===== config.mk =====
export PLATFORM = sky130hd
export DESIGN_NAME = sad_min_select
export DESIGN_NICKNAME = d
export VERILOG_FILES = /design/src/rtl/sad_min_select.sv
export SDC_FILE = /design/constraint.sdc
export NUM_CORES = 1
export LEC_CHECK = 0
export ABC_AREA = 1
export BUFFER_PORTS_ARGS = -buffer_cell sky130_fd_sc_hd__clkbuf_2
export CORE_MARGIN = 2
export CORE_UTILIZATION = 45
export CTS_CLUSTER_SIZE = 25
export DETAILED_ROUTE_END_ITERATION = 8
export GPL_ROUTABILITY_DRIVEN = 0
export PLACE_DENSITY = 0.69
export SYNTH_ARGS = -nofsm -noshare
export SYNTH_HDL_FRONTEND = slang
export SYNTH_SLANG_ARGS = --single-unit

===== constraint.sdc =====
create_clock -name clk -period 2.65 [get_ports clk]
set_input_delay 0.53 -clock clk [delete_from_list [all_inputs] [get_ports clk]]
set_output_delay 0.53 -clock clk [all_outputs]
set_load 0.005 [all_outputs]

===== src/rtl/sad_min_select.sv =====
// Minimum-SAD selector: scans N_CAND SAD results, keeps the lowest value and
// its arrival index, then holds the result under a valid/ack handshake.
module sad_min_select #(
    parameter int unsigned WIDTH  = 8,
    parameter int unsigned N_CAND = 16,
    parameter int unsigned IDX_W  = 8
) (
    input  logic             clk,
    input  logic             rst,
    input  logic             start,
    input  logic [WIDTH+4:0] sad_in,
    input  logic             sad_valid,
    output logic             sad_ready,
    output logic [WIDTH+4:0] best_sad,
    output logic [IDX_W-1:0] best_idx,
    output logic             res_valid,
    input  logic             res_ack,
    output logic             busy
);

    typedef enum logic [1:0] {
        IDLE = 2'd0,
        SCAN = 2'd1,
        HOLD = 2'd2
    } state_t;

    state_t           state;
    state_t           state_nx;
    logic [IDX_W-1:0] count;
    logic             accept;
    logic             last;
    logic             init;

    assign accept = (state == SCAN) && sad_valid;
    assign last   = accept && (count == IDX_W'(N_CAND - 1));

    always_comb begin
        state_nx = state;
        init     = 1'b0;
        case (state)
            IDLE: begin
                if (start) begin
                    state_nx = SCAN;
                    init     = 1'b1;
                end
            end
            SCAN: begin
                if (last) begin
                    state_nx = HOLD;
                end
            end
            HOLD: begin
                // ack together with start chains straight into the next window
                if (res_ack) begin
                    if (start) begin
                        state_nx = SCAN;
                        init     = 1'b1;
                    end else begin
                        state_nx = IDLE;
                    end
                end
            end
            default: state_nx = IDLE;
        endcase
    end

    always_ff @(posedge clk) begin
        if (rst) begin
            state <= IDLE;
        end else begin
            state <= state_nx;
        end
    end

    always_ff @(posedge clk) begin
        if (rst) begin
            count    <= '0;
            best_sad <= '0;
            best_idx <= '0;
        end else if (init) begin
            count    <= '0;
            best_sad <= '1;
            best_idx <= '0;
        end else if (accept) begin
            // strict compare keeps the earlier index on ties
            if (sad_in < best_sad) begin
                best_sad <= sad_in;
                best_idx <= count;
            end
            count <= last ? '0 : count + IDX_W'(1);
        end
    end

    assign sad_ready = (state == SCAN);
    assign busy      = (state == SCAN);
    assign res_valid = (state == HOLD);

endmodule

==> results.toml, run 1 <==
[setup_path]
crit_type = "reg -> reg"
cpLargestDelayFamily = "simple AND/OR/NAND/NOR gates"
reg2reg_slack_ns = 0.70
path_max_fanout = 18
critPathMaxStageDelay_ns = 0.36
slowest_stage = "dfxtp_1"
required_ns = 2.86
endpoint_kind = "flop"
crit_chain = "inv_1 -> ha_1 -> nand2_1 -> inv_1 -> nand2_1 -> nand2_1 -> a21oi_4 -> nand2_4 -> nand2_4 -> nand2_1 -> a21oi_1"
rr_worst_depth = 11
path_buf_inv = 2
cp_common_cell = "nand2_1"
r2r-start = "best_sad[8]"
setup.worst_path.start_class = "flop"
r2r_end = "best_sad[7]"
arrival_ns = 2.16

[placement]
hpwl_mm = 2.720
placed_area_um2 = 1966
io_buffer_count = 41

[min_path]
hold_path_class = "reg -> reg"
hp-start = "best_idx[7]"
holdPathStages = 2
min_to = "best_idx[7]"

[floorplanning]
fp.coreArea_um2 = 3689
rows = 22
io_pins = 42
die_y_um = 66.35
chipWidth_um = 66.35
initial_core_util_pct = 47.42
dieArea_um2 = 4402

[power_and_ir_drop]
cellLeakagePower_uw = 0.0009886
power_density_nw_per_um2 = 576.1
vdd_drop_max_mv = 0.3775
finalPower_uw = 1200

[cts]
clk_latency_ns = 0.29
cts_resized = 0
clockBufferDepth = 2
htreeDepth = 2
cts_hold_buf = 0
cts_setup_buffers = 0
numCtsBuffers = 5
cts-root-buf = "clkbuf_8"
clkTransAtPathRegs_ns = 0.06
clkSinkCount = 31
cts_tree = "done"

[global_routing]
met1_usage_pct = 25.24
grt-busiest-layer = "met2"
grt_pass1_vias = 1415
antenna_found_initial = 0
grt_pass1_wl_mm = 6.106
use_met2_pct = 26.50
overflow = 0
grt_max_degree = 19
grt_use_total_pct = 18.49
met3_usage_pct = 6.133

[routing]
postRouteWirelength_mm = 3.480
drc_errors = 0
drt_iter0_markers = 92
detail_route.vias_per_cell = 4.687
vias = 1589
drt.antenna.violating_nets = 0
dr.pass1.iters = 4
drt-wirelength-per-cell_um = 10.27

[finish]
diodes = 0
final_common_cell = "nand2_1"
final_cell_mix = "nand2_1, clkbuf_2, nor2_1"
area_growth_syn_to_layout_pct = 19.10
fin_area_um2 = 2083
final_nets = 321
drive_gt1_share_pct = 25.09

[timing]
layout_min_cycle_time_ns = 1.946
rsz0062_at_grt = "false"
fin_crit_sh_pct = 73.45
setup_viol = 0
finClkSkew_ns = 0.006226
fin_hold_ws_ns = 0.4850
worst_slew_pin_slew_ns = 0.5264
slew_headroom_pct = 64.87
setup_tns_ns = 0
fmax_mhz = 513.8
hold_violations = 0
drv_slew = 0

[yosys]
synthTopCellsByArea = "dfxtp_1, nand2_1, ha_1, nor2_1, nand3_1"
netlist_area_um2 = 1749
synthCells = 249
synth_top_area_share_pct = 35.48
yosysTopAreaCell = "dfxtp_1"
synth_cell_types = 28
ys_seq_area_share_pct = 35.48
synth-seq-cells = 31
synth_fp_nets = 280
syn_avg_cell_area_um2 = 7.025
ys_warn_count = 0

[flow_run]
maxCapViolations = 0

[status]
outcome = "complete, no violations"
-- cell families (layout without fill, tap and decap cells) --
family | count (synthesis) | in the layout | share of synthesized area, %
compound gates | 30 | 30 | 9.586
fa+ha+maj | 13 | 13 | 9.299
buf+inv | 44 | 86 | 10.94
flops | 31 | 31 | 35.48
simple gates | 131 | 131 | 34.69
-- stage by stage --
stage	util [%]	setup WS (ns)	cells
2_1_floorplan	-	0.8686	249
3_5_place_dp	53.29	0.4718	331
3_3_place_gp	53.29	0.5111	331
5_1_grt	56.48	0.4467	339
4_1_cts	56.48	0.7187	339
6_report	56.48	0.7035	339
-- per-layer routing --
layer	part of all wire, %	up-vias
met5	0	-
met3	5.3	7
li1	-	867
met4	1.7	0
met2	41	35
met1	52	680
-- worst max-delay path by stage --
| stage | slack, ns | endpoint | from | cells past startpoint |
|---|---|---|---|---|
| after floorplan | 0.87 | best_idx[6] | sad_in[12] | 10 |
| after global placement | 0.51 | best_sad[11] | sad_in[12] | 11 |
| after detailed placement | 0.47 | best_idx[2] | sad_in[8] | 11 |
| after CTS | 0.72 | best_idx[2] | best_sad[8] | 11 |
| after global routing | 0.45 | best_sad[5] | best_sad[8] | 11 |
| final | 0.70 | best_sad[7] | best_sad[8] | 11 |
-- worst register-to-register path, stage by stage (launching register included) --
cell and delay [ns]:
dfxtp_1 0.36, inv_1 0.06, ha_1 0.28, nand2_1 0.08, inv_1 0.06, nand2_1 0.06
nand2_1 0.10, a21oi_4 0.33, nand2_4 0.22, nand2_4 0.15, nand2_1 0.06, a21oi_1 0.12
-- final cells by class --
cell class	count	area, µm²
well taps	48	60.06
clock inverters	2	35.03
inverters	36	135.1
flip-flops and latches	31	620.6
repair buffers	42	212.7
multi-input cells	174	937.1
fillers	385	1605
clock buffers	6	82.58
-- synth_stat cells --
| cell | number |
|---|---|
| o21ai_1 | 7 |
| a21oi_1 | 18 |
| nor2_2 | 3 |
| buf_6 | 1 |
| clkbuf_1 | 2 |
| a21oi_4 | 1 |
| buf_8 | 1 |
| nand2_4 | 2 |
| nor3b_1 | 2 |
| nand2_1 | 44 |
| buf_2 | 2 |
| nor2_4 | 1 |
| or2_2 | 7 |
| a21boi_0 | 1 |
| inv_1 | 32 |
| nand3_1 | 24 |
| nand3b_1 | 1 |
| nor3_1 | 4 |
| dfxtp_1 | 31 |
| inv_2 | 4 |
| clkbuf_2 | 1 |
| nand2_2 | 3 |
| buf_4 | 1 |
| o21ai_2 | 1 |
| nor2_1 | 39 |
| nand3_4 | 1 |
| o21ai_0 | 2 |
| ha_1 | 13 |
-- flip-flops by register name, indices dropped and copies added, names as in the netlist --
name and count:
best_idx 8, state 2, best_sad 13, count 8
-- power by group --
| group | internal, µW | total, µW | switching, µW | leakage (µW) |
|---|---|---|---|---|
| clock | 304 | 484 | 180 | 0.0000612 |
| combinational | 88.3 | 209 | 120 | 0.000674 |
| sequential | 490 | 508 | 17.2 | 0.000254 |
| total | 883 | 1200 | 318 | 0.000989 |
Power figures use the tool's default switching activity.
==> run 2, diff against run 1 <==
==> constraint.sdc (replaced) <==
create_clock -name clk -period 2.05 [get_ports clk]
set_input_delay 0.41 -clock clk [delete_from_list [all_inputs] [get_ports clk]]
set_output_delay 0.41 -clock clk [all_outputs]
set_load 0.005 [all_outputs]
==> results.toml, run 2 (synthesis gave the netlist of run 1 again) <==
[status]
outcome = "complete, no violations"

[routing]
postRouteWirelength_mm = 3.589
vias = 1617
drt-wirelength-per-cell_um = 10.52
drc_errors = 0
drt.antenna.violating_nets = 0
dr.pass1.iters = 4
detail_route.vias_per_cell = 4.742
drt_iter0_markers = 65

[cts]
cts_hold_buf = 0
clk_latency_ns = 0.29
cts-root-buf = "clkbuf_8"
clkTransAtPathRegs_ns = 0.06
clkSinkCount = 31
cts_tree = "done"
clockBufferDepth = 2
cts_setup_buffers = 0
numCtsBuffers = 5
htreeDepth = 2
cts_resized = 0

[power_and_ir_drop]
finalPower_uw = 1552
switching_power_uw = 410.0
share_seq_of_total_power_pct = 42.3
power_density_nw_per_um2 = 739.7
internal-power_uw = 1142
power_frac_comb_pct = 17.5
pwr-share-clk_pct = 40.2
switching_share_pct = 26.41
cellLeakagePower_uw = 0.0009982
vdd_drop_max_mv = 0.4935

[floorplanning]
initial_core_util_pct = 47.42
dieArea_um2 = 4402
die_y_um = 66.35
io_pins = 42
fp.coreArea_um2 = 3689
rows = 22
chipWidth_um = 66.35

[global_routing]
grt_use_total_pct = 18.35
overflow = 0
grt_pass1_vias = 1449
antenna_found_initial = 0
grt_max_degree = 19
grt_pass1_wl_mm = 6.182

[finish]
fin_cells = 341
final_cell_mix = "nand2_1, clkbuf_2, nor2_1"
fin_area_um2 = 2098
finalCoreUtilization_pct = 56.89
drive_gt1_share_pct = 25.60
largest-register = "best_sad"
fill_cells = 388
final_common_cell = "nand2_1"
largest_registers = "best_sad x13, best_idx x8, count x8"
seqCellArea_um2 = 620.6
diodes = 0
final_nets = 323
multi_input_area_um2 = 937.1
largest_reg_flops = 13
area_growth_syn_to_layout_pct = 19.96

[placement]
hpwl_mm = 2.703
dp.cells = 333
placed_area_um2 = 1981
io_buffer_count = 41

[setup_path]
crit_chain = "inv_1 -> ha_1 -> nand2_1 -> nor2_4 -> inv_2 -> nor2_2 -> nand2_2 -> nand2_4 -> nand2_4 -> nand2_1 -> a21oi_1"
path_depth = 11
rr_worst_depth = 11
critPathMaxStageDelay_ns = 0.37
endpoint_kind = "flop"
path_buf_inv = 2
cpLargestDelayFamily = "simple AND/OR/NAND/NOR gates"
path_max_fanout = 18
arrival_ns = 1.90
slowest_stage = "dfxtp_1"
setup.worst_path.start_class = "flop"
crit_type = "reg -> reg"
required_ns = 2.21

[timing]
fin_crit_sh_pct = 84.80
hold_violations = 0
setup_tns_ns = 0
setup_viol = 0
layout_min_cycle_time_ns = 1.738
fmax_mhz = 575.3
rsz0062_at_grt = "false"
finClkSkew_ns = 0.002429
worst_slew_pin_slew_ns = 0.5458
drv_slew = 0
slew_headroom_pct = 63.57

[flow_run]
maxCapViolations = 0

[min_path]
holdPathStages = 4
hold_path_class = "in -> reg"
## run 2: area by class of cell
cell class | count | area share, %
well taps | 48 | 2.862
clock inverters | 2 | 1.670
flip-flops and latches | 31 | 29.58
clock buffers | 6 | 3.936
repair buffers | 44 | 10.85
multi-input cells | 174 | 44.66
inverters | 36 | 6.440
## run 2: worst register-to-register path, cell delays in order, from the launching register on
cell,delay [ns]
dfxtp_1,0.37
inv_1,0.06
ha_1,0.28
nand2_1,0.09
nor2_4,0.13
inv_2,0.04
nor2_2,0.10
nand2_2,0.08
nand2_4,0.20
nand2_4,0.11
nand2_1,0.09
a21oi_1,0.06
## run 2: power groups by stage
stage	registers (µW)	logic, µW	clock network [µW]
after global routing	660	316	665
after CTS	656	275	641
final	657	272	624
after detailed placement	670	273	0
after floorplan	669	189	0
after global placement	669	269	0
## run 2: final timing paths
kind / from / endpoint / slack [ns]
max: best_sad[10] / best_sad[9] / 0.31
min: res_ack / state[1] / 0.40
max reg2reg: best_sad[10] / best_sad[9] / 0.31
min reg2reg: best_idx[5] / best_idx[5] / 0.48
## run 2: stage by stage
step                      hold WS (ns)  worst slack (ns)
final                           0.3995            0.3117
after global routing            0.4338            0.1046
after CTS                       0.3954            0.2824
after detailed placement        0.4719            0.1844
after global placement          0.4639            0.2018
after floorplan                 0.4750            0.3886
## run 2: layer usage
layer | GRT usage [%] | wire [µm] | up-vias
li1 | - | - | 878
met1 | 23.56 | 1865 | 698
met2 | 28.25 | 1475 | 35
met3 | 5.963 | 187 | 6
met4 | 7.398 | 60 | 0
met5 | 0 | 0 | -
